**src/rtl/uart_multi_tap.sv**
```systemverilog
// uart_multi_tap: bridges a UART RX/TX byte stream to NUM_CH independent
// ready/valid register channels. Command bytes select an operation and a
// channel; payload bytes travel LSB first. Writes are acknowledged, reads are
// returned as a header plus payload, and bad commands or stalled targets
// produce an error response.
module uart_multi_tap #(
  parameter int                  NUM_CH     = 4,
  parameter int                  DATA_WIDTH = 64,
  parameter logic [4*NUM_CH-1:0] CH_BYTES   = {NUM_CH{4'd8}},
  parameter int                  TIMEOUT    = 1024
) (
  input  logic                         CLK_I,
  input  logic                         RST_NI,
  output logic                         READ_O,
  input  logic [7:0]                   DATA_REC_I,
  input  logic                         RX_EMPTY_I,
  input  logic                         CMD_REC_I,
  input  logic                         TX_READY_I,
  output logic                         WRITE_O,
  output logic [7:0]                   DATA_SEND_O,
  output logic                         SEND_COMMAND_O,
  output logic [7:0]                   COMMAND_O,
  output logic [NUM_CH-1:0]            WR_VALID_O,
  output logic [DATA_WIDTH-1:0]        WR_DATA_O,
  input  logic [NUM_CH-1:0]            WR_READY_I,
  input  logic [NUM_CH-1:0]            RD_VALID_I,
  input  logic [NUM_CH*DATA_WIDTH-1:0] RD_DATA_I,
  output logic [NUM_CH-1:0]            RD_READY_O,
  output logic                         BUSY_O
);

  localparam int CW = (NUM_CH > 1) ? $clog2(NUM_CH) : 1;
  localparam int TW = (TIMEOUT > 1) ? $clog2(TIMEOUT) : 1;

  localparam logic [2:0] OP_READ  = 3'b001;
  localparam logic [2:0] OP_WRITE = 3'b010;
  localparam logic [2:0] OP_CONT  = 3'b011;
  localparam logic [2:0] OP_RESET = 3'b100;
  localparam logic [2:0] RSP_HDR  = 3'b001;
  localparam logic [2:0] RSP_ACK  = 3'b101;
  localparam logic [2:0] RSP_ERR  = 3'b110;

  typedef enum logic [2:0] {
    S_IDLE, S_RX_DATA, S_WR_REQ, S_RD_REQ, S_TX_HDR, S_TX_DATA, S_TX_RESP
  } state_t;

  typedef enum logic [1:0] {M_NOP, M_READ, M_CONT} mode_t;

  state_t                state, state_n;
  mode_t                 mode, mode_n;
  logic [4:0]            ch, ch_n;
  logic [7:0]            resp, resp_n;
  logic                  rx_vld, rx_cmd;
  logic [7:0]            rx_byte;
  logic [3:0]            cnt;
  logic [TW-1:0]         tmo;
  logic [DATA_WIDTH-1:0] wr_data, rd_shift;
  logic                  wr_clr, rx_data_byte, tmo_hit, last_byte, cmd_pending;
  logic [CW-1:0]         ch_idx;
  logic [NUM_CH-1:0]     ch_onehot;
  logic [3:0]            ch_len;

  // Payload length in bytes of the given channel.
  function automatic logic [3:0] chan_len(input logic [CW-1:0] idx);
    return CH_BYTES[idx*4 +: 4];
  endfunction

  assign ch_idx       = ch[CW-1:0];
  assign ch_onehot    = NUM_CH'(1) << ch_idx;
  assign ch_len       = chan_len(ch_idx);
  assign last_byte    = (cnt == ch_len - 4'd1);
  assign rx_data_byte = (state == S_RX_DATA) && rx_vld && !rx_cmd;
  assign tmo_hit      = (TIMEOUT != 0) && (tmo == TW'(TIMEOUT - 1));
  assign cmd_pending  = !RX_EMPTY_I && CMD_REC_I;

  // FSM state register together with the per-transaction context.
  always_ff @(posedge CLK_I) begin
    if (!RST_NI) begin
      state <= S_IDLE;
      mode  <= M_NOP;
      ch    <= '0;
      resp  <= '0;
    end else begin
      state <= state_n;
      mode  <= mode_n;
      ch    <= ch_n;
      resp  <= resp_n;
    end
  end

  // Next-state decode and all handshake outputs.
  always_comb begin
    state_n        = state;
    mode_n         = mode;
    ch_n           = ch;
    resp_n         = resp;
    wr_clr         = 1'b0;
    READ_O         = 1'b0;
    WRITE_O        = 1'b0;
    DATA_SEND_O    = '0;
    SEND_COMMAND_O = 1'b0;
    COMMAND_O      = '0;
    WR_VALID_O     = '0;
    RD_READY_O     = '0;
    BUSY_O         = (state != S_IDLE);
    WR_DATA_O      = wr_data;

    case (state)
      S_IDLE, S_RX_DATA: begin
        // One byte in flight at a time: a popped byte is decoded before the next pop.
        READ_O = !RX_EMPTY_I && !rx_vld;
        if (rx_vld && rx_cmd) begin
          // Any command, including one arriving mid-write, drops a partial payload.
          state_n = S_IDLE;
          if (rx_byte[7:5] > OP_RESET || int'(rx_byte[4:0]) >= NUM_CH) begin
            state_n = S_TX_RESP;
            resp_n  = {RSP_ERR, rx_byte[4:0]};
            mode_n  = M_NOP;
          end else begin
            case (rx_byte[7:5])
              OP_READ: begin
                ch_n    = rx_byte[4:0];
                state_n = S_RD_REQ;
                mode_n  = M_READ;
              end
              OP_WRITE: begin
                ch_n    = rx_byte[4:0];
                state_n = S_RX_DATA;
                wr_clr  = 1'b1;
              end
              OP_CONT: begin
                ch_n    = rx_byte[4:0];
                state_n = S_RD_REQ;
                mode_n  = M_CONT;
              end
              OP_RESET: mode_n = M_NOP;
              default: ;
            endcase
          end
        end else if (rx_data_byte && last_byte) begin
          state_n = S_WR_REQ;
        end
      end
      S_WR_REQ: begin
        WR_VALID_O = ch_onehot;
        if (WR_READY_I[ch_idx]) begin
          state_n = S_TX_RESP;
          resp_n  = {RSP_ACK, ch};
        end else if (tmo_hit) begin
          state_n = S_TX_RESP;
          resp_n  = {RSP_ERR, ch};
          mode_n  = M_NOP;
        end
      end
      S_RD_REQ: begin
        RD_READY_O = ch_onehot;
        if (RD_VALID_I[ch_idx]) begin
          state_n = S_TX_HDR;
        end else if (tmo_hit) begin
          state_n = S_TX_RESP;
          resp_n  = {RSP_ERR, ch};
          mode_n  = M_NOP;
        end
      end
      S_TX_HDR: begin
        COMMAND_O      = {RSP_HDR, ch};
        SEND_COMMAND_O = TX_READY_I;
        if (TX_READY_I) state_n = S_TX_DATA;
      end
      S_TX_DATA: begin
        DATA_SEND_O = rd_shift[7:0];
        WRITE_O     = TX_READY_I;
        if (TX_READY_I && last_byte) begin
          // A continuous read yields to a queued command between frames.
          state_n = (mode == M_CONT && !cmd_pending) ? S_RD_REQ : S_IDLE;
        end
      end
      S_TX_RESP: begin
        COMMAND_O      = resp;
        SEND_COMMAND_O = TX_READY_I;
        if (TX_READY_I) state_n = S_IDLE;
      end
      default: state_n = S_IDLE;
    endcase
  end

  // RX capture, byte counter, timeout counter and payload shift registers.
  always_ff @(posedge CLK_I) begin
    if (!RST_NI) begin
      rx_vld   <= 1'b0;
      rx_cmd   <= 1'b0;
      rx_byte  <= '0;
      cnt      <= '0;
      tmo      <= '0;
      wr_data  <= '0;
      rd_shift <= '0;
    end else begin
      rx_vld <= READ_O;
      if (READ_O) begin
        rx_byte <= DATA_REC_I;
        rx_cmd  <= CMD_REC_I;
      end

      if (state_n != state || wr_clr) cnt <= '0;
      else if (rx_data_byte || WRITE_O) cnt <= cnt + 4'd1;

      if (state_n != state) tmo <= '0;
      else if (state == S_WR_REQ || state == S_RD_REQ) tmo <= tmo + TW'(1);

      // Clearing on each WRITE keeps bytes beyond the channel length at zero.
      if (wr_clr) wr_data <= '0;
      else if (rx_data_byte) wr_data[cnt*8 +: 8] <= rx_byte;

      if (state == S_RD_REQ && RD_VALID_I[ch_idx])
        rd_shift <= RD_DATA_I[ch_idx*DATA_WIDTH +: DATA_WIDTH];
      else if (WRITE_O)
        rd_shift <= rd_shift >> 8;
    end
  end

endmodule
```
**config.mk**
```make
export PLATFORM = sky130hd
export DESIGN_NAME = uart_multi_tap
export DESIGN_NICKNAME = d
export VERILOG_FILES = /design/src/rtl/uart_multi_tap.sv
export SDC_FILE = /design/constraint.sdc
export NUM_CORES = 1
export LEC_CHECK = 0
export BUFFER_PORTS_ARGS = -buffer_cell sky130_fd_sc_hd__buf_2
export CAP_MARGIN = 10
export CORE_AREA = 2 2 144 146
export DETAILED_ROUTE_END_ITERATION = 16
export DIE_AREA = 0 0 146 148
export PLACE_DENSITY = 0.76
export SYNTH_ARGS = -nofsm -noshare
export SYNTH_HDL_FRONTEND = slang
export SYNTH_SLANG_ARGS = --single-unit
export TNS_END_PERCENT = 20
```
**constraint.sdc**
```tcl
create_clock -name CLK_I -period 3.49 [get_ports CLK_I]
set_clock_uncertainty 0.1 [all_clocks]
set_input_delay 0.349 -clock CLK_I [delete_from_list [all_inputs] [get_ports CLK_I]]
set_output_delay 0.349 -clock CLK_I [all_outputs]
set_load 0.05 [all_outputs]
```
==> impl_results.md <==
* Max Slew Vio Count at 0
* Setup CP Type: reg -> reg
* Min Tclk post-route at ~3.2 ns
* Hold slack at between 0.06 and 0.07 ns
* Setup TNS at 0 ns
* Run status: complete, no violations
* Cell variety after synth at between 60 and 70
* Via density at about 5.7
* Post-synth EDFFs at 0
* Largest net degree at the start of global routing at ~120
* Top_reg_cell synth: dfxtp_1
* Synth Net Count at roughly 1300
* RSZ-0062 raised after global routing: no
* Leakage at around 5.0 nW
* Worst Hold Depth at 3
* Largest cells by area after synthesis: dfxtp_1, mux4_2, nand2_1
* ANT nets after route at 0
* Worst Hold Class: in -> reg
* Async SR Flop Fraction at 0
* # setup viols final at 0
* Worst endpoint required time at 3.74 ns
* First-pass GRT wire length at between 40000 and 50000 um
* DRT Pass-1 Iters at 4
* Total power at approximately 4.4 mW
* YS warnings at 0
* Area of the die at 21600 um2
* Core area at 20000 um2
* Delay-heaviest family, CP: simple AND/OR/NAND/NOR gates
* GPL Wtd Cong at approximately 0.93
* Gr usage total at 0.275
* CTS tree: yes
* Initial Utilization at 0.458
* Layout area overhead at 29.3%
* Num CTS Buffers at 17
* Setup bufs post-CTS at 0
* Pwr dens at between 300 and 400 nW/um2
* Vias after detailed routing at 9188
* VDD IR max at about 280 uV
* Wire per inst at 19.0 um
* DP Wirelength at about 23000 um
* Critical-path cell list: buf_4, nor3_1, ha_1, nand2b_1, a2111oi_4, nand3_1, or3b_2, a21oi_1
* Slowest stage delay, CP at about 0.6 ns
* Seq cells post-synth at between 150 and 200
* Sequential-to-total area share from yosys stat at 0.371
* Top-area cell type share of the netlist area at 0.371
* Most common cell in the netlist: nand2_1
* Top Ports at ~370
* CP Max Fanout at 16
* H-tree levels at 4
* # hold bufs at CTS at 0
* Final nets at 1599
* Gr ovfl total at 0
* WP data arrival at 3.41 ns
* Share of layout cells above drive strength 1 at 0.386
* Root Buffer: clkbuf_16
* Synth area leader: dfxtp_1
* Worst skew pair latency at between 0.4 and 0.5 ns
* Clock sink count at 170
* Die width at 146 um
* FMAX at about 320 MHz
* Clk slew on worst S/H paths at 0.07 ns
* Post-CTS sizing at 0
* Port bufs at around 370
* WP depth at 8
* Synth top cells by count: nand2_1, dfxtp_1, nor2_1
* Slowest cell on crit path: or3b_2
* Worst slew pin tran at 0.949 ns
* Mapped cell area at 9170 um2
* WL final at 30700 um
* Critical path buffer and inverter count at 1
* Clk buf depth at 2
* Synth Instances at between 1000 and 1500
* R2R depth at 8
* Die span in y at 148 um
* Final Hold Vio Count at 0
* Multi-input gate area at about 5400 um2
* Initial antenna violation count at 11
* DRC at 0
* Nature of the critical path endpoint: register
* Vias in the first global route at between 8000 and 9000
* Slew HR at 0.365
* Final Cycle Share at 0.905
* Avg Cell Area, Syn at approximately 9.2 um2
* Max-Cap Viols at 0
* CP Launch Type: register
* FP Rows at between 50 and 60
* Sequential Area at approximately 3400 um2
* Fill count at 1836
* Iter 0 DRT Violations at just under 700
flip-flops by register name, summed over array words and instances (netlist names):
register,flops
WR_DATA_O,64
mode,2
state,3
ch,5
resp,8
rx_vld,1
cnt,4
tmo,10
rd_shift,64
rx_cmd,1
rx_byte,8
cell type report:
class / instances / share of cell area
multi-input cells: 724 / 0.453
well taps: 270 / 0.0285
clock buffers: 18 / 0.0362
clock inverters: 14 / 0.0169
flip-flops and latches: 170 / 0.288
diodes: 12 / 0.00253
inverters: 17 / 0.00538
repair buffers: 388 / 0.170
per-layer routing:
| layer | wire (um) | vias to the layer above | part of all wire | global-route usage |
|---|---|---|---|---|
| met3 | 2030 | 71 | 0.066 | 0.0577 |
| met5 | 13 | - | 0.00042 | 0 |
| li1 | - | 4292 | - | - |
| met2 | 15900 | 411 | 0.52 | 0.482 |
| met4 | 1120 | 2 | 0.037 | 0.117 |
| met1 | 11600 | 4412 | 0.38 | 0.327 |
logic make-up after synthesis:
family                     share of synthesized area
and+or+nand+nor                                0.230
DFF                                            0.371
AOI/OAI and AO/OA                              0.116
muxes                                          0.218
buffers and inverters                         0.0463
xor gates and xnor gates                      0.0134
adders and majority gates                    0.00546
worst reg2reg max path, cell delays in order (launching register included):
cell and delay, ns:
dfxtp_1 0.32, buf_4 0.19, nor3_1 0.31, ha_1 0.21, nand2b_1 0.10, a2111oi_4 0.57, nand3_1 0.53, or3b_2 0.60
a21oi_1 0.16
where the power goes:
group	total [mW]	switching, mW	internal [mW]
sequential	1.97	0.0237	1.95
combinational	0.406	0.199	0.207
clock	2.00	0.895	1.10
metrics by stage:
step	setup WS [ns]	cells	instance area, um2	utilization
2_1_floorplan	0.513	1001	9170	-
3_3_place_gp	0.626	1569	11200	0.559
3_5_place_dp	0.458	1569	11200	0.559
4_1_cts	0.392	1601	11800	0.590
5_1_grt	0.0933	1610	11800	0.591
6_report	0.331	1613	11900	0.591
cells in the final DEF, fill, tap and decap left out, drive strengths merged, types with 11 or more instances in the layout:
master	n
nor3	11
nand3	32
and3	23
nand2	182
nor2	124
a311oi	56
nor4	12
inv	23
dfxtp	170
mux2i	51
buf	388
diode	12
a21oi	48
clkbuf	18
mux4	66
final timing paths:
| check | slack (ns) | from | to |
|---|---|---|---|
| worst max-delay path | 0.33 | cnt[0] | WR_DATA_O[37] |
| worst min-delay path | 0.07 | DATA_REC_I[5] | rx_byte[5] |
| worst max register to register | 0.33 | cnt[0] | WR_DATA_O[37] |
| worst min register to register | 0.35 | WR_DATA_O[59] | WR_DATA_O[59] |
Note: power is estimated with default switching activity, not from simulation.
